## src/rtl/instruction_fetch_unit_if.sv

```systemverilog
// instruction_fetch_unit_if: instruction-memory read bus between fetch unit and imem
interface instruction_fetch_unit_if;
  logic [31:0] imem_address;
  logic        imem_read;
  logic [31:0] imem_readdata;
  logic        imem_busywait;
  modport master (output imem_address, imem_read, input imem_readdata, imem_busywait);
  modport slave (input imem_address, imem_read, output imem_readdata, imem_busywait);
endinterface

```

## src/rtl/instruction_fetch_unit.sv

```systemverilog
// instruction_fetch_unit: PC, imem fetch with busywait, branch redirect and IF/ID register
module instruction_fetch_unit #(
  parameter logic [31:0] RESET_PC = 32'h0000_0000,
  parameter logic [31:0] BUBBLE_INSTR = 32'h0000_0000
) (
  input  logic                             clk,
  input  logic                             reset,
  input  logic                             branch_taken,
  input  logic [31:0]                      branch_target,
  input  logic                             hazard_stall,
  input  logic                             data_mem_busywait,
  instruction_fetch_unit_if.master         imem,
  output logic [31:0]                      instruction,
  output logic [31:0]                      pc_out,
  output logic                             if_id_valid
);
  typedef enum logic {FETCH, REDIRECT_PENDING} state_t;
  state_t state, state_n;
  logic [31:0] pc, pc_n, pend, pend_n, instr_n, pc_out_n, target;
  logic valid_n, fetch_done, bubble;
  assign imem.imem_address = pc;
  assign imem.imem_read = !reset;
  assign fetch_done = imem.imem_read && !imem.imem_busywait;
  assign target = branch_target & ~32'h3;
  always_comb begin
    state_n = state;
    pc_n = pc;
    pend_n = pend;
    bubble = 1'b0;
    instr_n = instruction;
    pc_out_n = pc_out;
    valid_n = if_id_valid;
    if (!data_mem_busywait) begin
      if (state == REDIRECT_PENDING) begin
        bubble = 1'b1;
        pc_n = fetch_done ? pend : pc;
        state_n = fetch_done ? FETCH : REDIRECT_PENDING;
      end else if (branch_taken) begin
        bubble = 1'b1;
        pc_n = imem.imem_busywait ? pc : target;
        pend_n = imem.imem_busywait ? target : pend;
        state_n = imem.imem_busywait ? REDIRECT_PENDING : FETCH;
      end else if (!hazard_stall) begin
        bubble = !fetch_done;
        pc_n = fetch_done ? pc + 32'd4 : pc;
        instr_n = imem.imem_readdata;
        pc_out_n = pc;
        valid_n = 1'b1;
      end
    end
    if (bubble) begin
      instr_n = BUBBLE_INSTR;
      pc_out_n = 32'h0;
      valid_n = 1'b0;
    end
  end
  always_ff @(posedge clk) begin
    if (reset) begin
      state <= FETCH;
      pc <= RESET_PC;
      pend <= 32'h0;
      instruction <= BUBBLE_INSTR;
      pc_out <= 32'h0;
      if_id_valid <= 1'b0;
    end else begin
      state <= state_n;
      pc <= pc_n;
      pend <= pend_n;
      instruction <= instr_n;
      pc_out <= pc_out_n;
      if_id_valid <= valid_n;
    end
  end
endmodule
```

## src/flat_wrapper.sv

```systemverilog
// flat-port wrapper written by rule: the top's interface ports become plain ports
module instruction_fetch_unit_flat 
#(
  parameter logic [31:0] RESET_PC = 32'h0000_0000,
  parameter logic [31:0] BUBBLE_INSTR = 32'h0000_0000
)
  (clk, reset, branch_taken, branch_target, hazard_stall, data_mem_busywait, instruction, pc_out, if_id_valid, imem_imem_address, imem_imem_read, imem_imem_readdata, imem_imem_busywait);
  instruction_fetch_unit_if imem_i ();
  input  logic clk;
  input  logic reset;
  input  logic branch_taken;
  input  logic [31:0] branch_target;
  input  logic hazard_stall;
  input  logic data_mem_busywait;
  output logic [31:0] instruction;
  output logic [31:0] pc_out;
  output logic if_id_valid;
  output wire logic [$bits(imem_i.imem_address)-1:0] imem_imem_address;
  output wire logic [$bits(imem_i.imem_read)-1:0] imem_imem_read;
  input wire logic [$bits(imem_i.imem_readdata)-1:0] imem_imem_readdata;
  input wire logic [$bits(imem_i.imem_busywait)-1:0] imem_imem_busywait;
  assign imem_imem_address = imem_i.imem_address;
  assign imem_imem_read = imem_i.imem_read;
  assign imem_i.imem_readdata = imem_imem_readdata;
  assign imem_i.imem_busywait = imem_imem_busywait;
  instruction_fetch_unit #(.RESET_PC(RESET_PC), .BUBBLE_INSTR(BUBBLE_INSTR)) u_core (.clk(clk), .reset(reset), .branch_taken(branch_taken), .branch_target(branch_target), .hazard_stall(hazard_stall), .data_mem_busywait(data_mem_busywait), .imem(imem_i), .instruction(instruction), .pc_out(pc_out), .if_id_valid(if_id_valid));
endmodule
```

## config.mk

```make
export PLATFORM = sky130hd
export DESIGN_NAME = instruction_fetch_unit_flat
export DESIGN_NICKNAME = d
export VERILOG_FILES = /design/src/rtl/instruction_fetch_unit_if.sv /design/src/rtl/instruction_fetch_unit.sv /design/src/flat_wrapper.sv
export SDC_FILE = /design/constraint.sdc
export NUM_CORES = 1
export LEC_CHECK = 0
export ABC_AREA = 1
export BUFFER_PORTS_ARGS = -buffer_cell sky130_fd_sc_hd__buf_2
export CELL_PAD_IN_SITES_DETAIL_PLACEMENT = 2
export CELL_PAD_IN_SITES_GLOBAL_PLACEMENT = 2
export CORE_MARGIN = 2
export CORE_UTILIZATION = 30
export CTS_CLUSTER_SIZE = 8
export DETAILED_ROUTE_END_ITERATION = 16
export GPL_TIMING_DRIVEN = 1
export HOLD_SLACK_MARGIN = 0.15
export PLACE_DENSITY = 0.9
export SYNTH_ARGS = -nofsm -noshare
export SYNTH_HDL_FRONTEND = slang
export SYNTH_SLANG_ARGS = --single-unit
```

## constraint.sdc

```tcl
create_clock -name clk -period 2.36 [get_ports clk]
set_clock_uncertainty 0.05 [all_clocks]
set_input_delay 0.236 -clock clk [delete_from_list [all_inputs] [get_ports clk]]
set_output_delay 0.236 -clock clk [all_outputs]
set_load 0.005 [all_outputs]
```

==> impl_metrics.json <==
{
  "yosys.area_share.simple": 0.295,
  "core_mm2": 0.0193,
  "htree_levels": 4,
  "synthFlopType": "dfxtp_1",
  "synth_cell_types": 38,
  "startpoint_type": "primary input",
  "cts_sinks": 124,
  "fin_util": 0.421,
  "power.density_mw_per_mm2": 700,
  "synth-xor-area-share": 0.00150,
  "clk-insertion-delay-late_ps": 440,
  "criticalPathCategory": "in -> out",
  "final_nets": 1099,
  "syn_avg_cell_area_um2": 7.12,
  "post_cts.repair.setup_buffers": 0,
  "status": "completed",
  "synthToLayoutAreaGrowth_pct": 38.9,
  "fmax_mhz": 497,
  "gp_congestion": 0.822,
  "portBuffers": 161,
  "finalSetupViolCount": 0,
  "ys_warn_count": 0,
  "finalSetupTns_ps": 0,
  "seq_area_frac_synth": 0.425,
  "numCtsBuffers": 17,
  "fin_crit_ps": 2010,
  "synthMuxAreaShare": 0,
  "min_path_type": "in -> reg",
  "synthCells": 819,
  "syn_area_mm2": 0.00583,
  "rsz0062_at_grt": "false",
  "synth_top_family_by_area": "simple AND/OR/NAND/NOR gates",
  "dp.cells": 1211,
  "fill_cells": 2244,
  "die_h_um": 143,
  "slew_headroom": 0.488,
  "ir_drop_v": 0.000524,
  "max_cap_violations": 0,
  "grt_antenna_before_repair": 0,
  "min_period_over_period": 0.852,
  "num_io_pins": 168,
  "ys_seq_elements": 124,
  "cts_root_buffer": "clkbuf_16",
  "cts.reportedPaths.clkPinSlew_ps": 60,
  "viasPerCell": 5.06,
  "groute.usage.overall": 0.254,
  "drive_gt1_frac": 0.244,
  "arrival_ps": 1720,
  "wl_mm": 25.9,
  "worstMarginPinSlew_ps": 768,
  "antenna_cells": 0,
  "synthAdderAreaFrac": 0.00214,
  "die_width_um": 143,
  "grt_pass1_wl_mm": 40.3,
  "dp_slack_ps": 435,
  "worst_slack_ps": 350,
  "drc": 0,
  "dpl.hpwl_mm": 16.5,
  "required_ps": 2070,
  "routedWlPerCell_um": 19.9,
  "cp-end-kind": "output pin",
  "hold_viol": 0,
  "start_util": 0.303,
  "mostFrequentLayoutCells": "nand2_1, buf_2, dfxtp_1, nor2_1, nand3_1",
  "synthArstFlopShare": 0,
  "rows": 51,
  "synth_edf_count": 0,
  "synth_compound_gate_area_share": 0.192,
  "grt_max_degree": 63,
  "cts_tree": "built",
  "leakagePower_uw": 0.00335,
  "cp_max_fo": 37,
  "grt_pass1_vias": 7155,
  "firstDrtPassIters": 5,
  "slew_violations": 0,
  "grt_remaining_overflow": 0,
  "antenna_left": 0,
  "clock_path_buffers": 2,
  "vias": 6601,
  "instances_no_fill": 1305,
  "drtIter0Drc": 269,
  "dieArea_mm2": 0.0206
}
registers in the layout, summed over array words and instances (netlist names):
| name | count |
|---|---|
| u_core.instruction | 32 |
| u_core.imem.imem_address | 30 |
| u_core.pc_out | 30 |
| u_core.pend | 30 |
| u_core.if_id_valid | 1 |
| u_core.state | 1 |
power by group:
part | switching, µW | internal [µW] | total (µW)
logic | 409 | 279 | 689
registers | 87.2 | 2170 | 2250
clock network | 1070 | 1650 | 2730
synthesized netlist by cell type, types with 4 or more instances:
cell	n	share of area
o21ai_0	42	0.036
nor2_1	105	0.068
o21ai_1	17	0.015
inv_1	41	0.026
nand2_1	161	0.10
a21oi_2	10	0.015
a21oi_1	92	0.079
buf_2	30	0.026
nor2_2	15	0.016
clkbuf_1	11	0.0071
buf_6	5	0.0096
buf_4	7	0.0090
o22ai_1	19	0.020
nor2_4	5	0.0096
nand3_1	93	0.080
nor3_1	4	0.0034
a22o_1	4	0.0060
dfxtp_1	124	0.43
a31oi_1	4	0.0043
path summary, 6_finish.rpt:
kind / slack (ps) / depth (start not counted) / to / startpoint
hold reg to reg: 410 / 2 / u_core.pc_out[24] / u_core.pc_out[24]
setup reg to reg: 370 / 8 / u_core.imem.imem_address[9] / u_core.state
hold / removal: 160 / 5 / u_core.state / imem_imem_busywait
setup / recovery: 350 / 5 / imem_imem_read / reset
logic make-up (layout without fill, tap and decap cells):
logic type,after synthesis,count (layout)
other cells,1,4
xor+xnor,1,1
flops,124,124
buf+inv,101,319
fa+ha+maj,1,1
compound gates,198,198
simple gates,393,393
through the flow:
stage               cell area (µm²)  hold slack (ps)  power [µW]
global route                   8110              207        5880
floorplan                      5850              321        2620
finish                         8110              164        5670
detailed placement             6880              404        2880
global placement               6880              388        2860
CTS                            8110              167        5700
critical path, stage by stage:
cell and delay, ps:
dlygate4sd3_1 540, buf_2 160, inv_1 380, buf_12 260, buf_2 140
layer usage:
metal  part of all wire  track usage  wire [µm]  up-vias
met2               0.51        0.461      13300      172
li1                   -            -          -     3141
met5                  0            0          0        -
met4              0.017       0.0795        430        0
met1               0.43        0.302      11000     3255
met3              0.046       0.0490       1180       33
final cells by class:
type	count	area, µm²	area share
Sequential cell	124	2480	0.306
Clock inverter	14	171	0.0211
Tap cell	265	332	0.0409
Clock buffer	17	425	0.0525
Timing Repair Buffer	242	1620	0.200
Inverter	46	175	0.0216
Multi-Input combinational cell	597	2900	0.358
timing repair:
| action | CTS | global route |
|---|---|---|
| gates resized for setup | 0 | 0 |
| hold buffers | 63 | 0 |
| hold endpoints to repair | 65 | 0 |
Power figures use the tool's default switching activity.
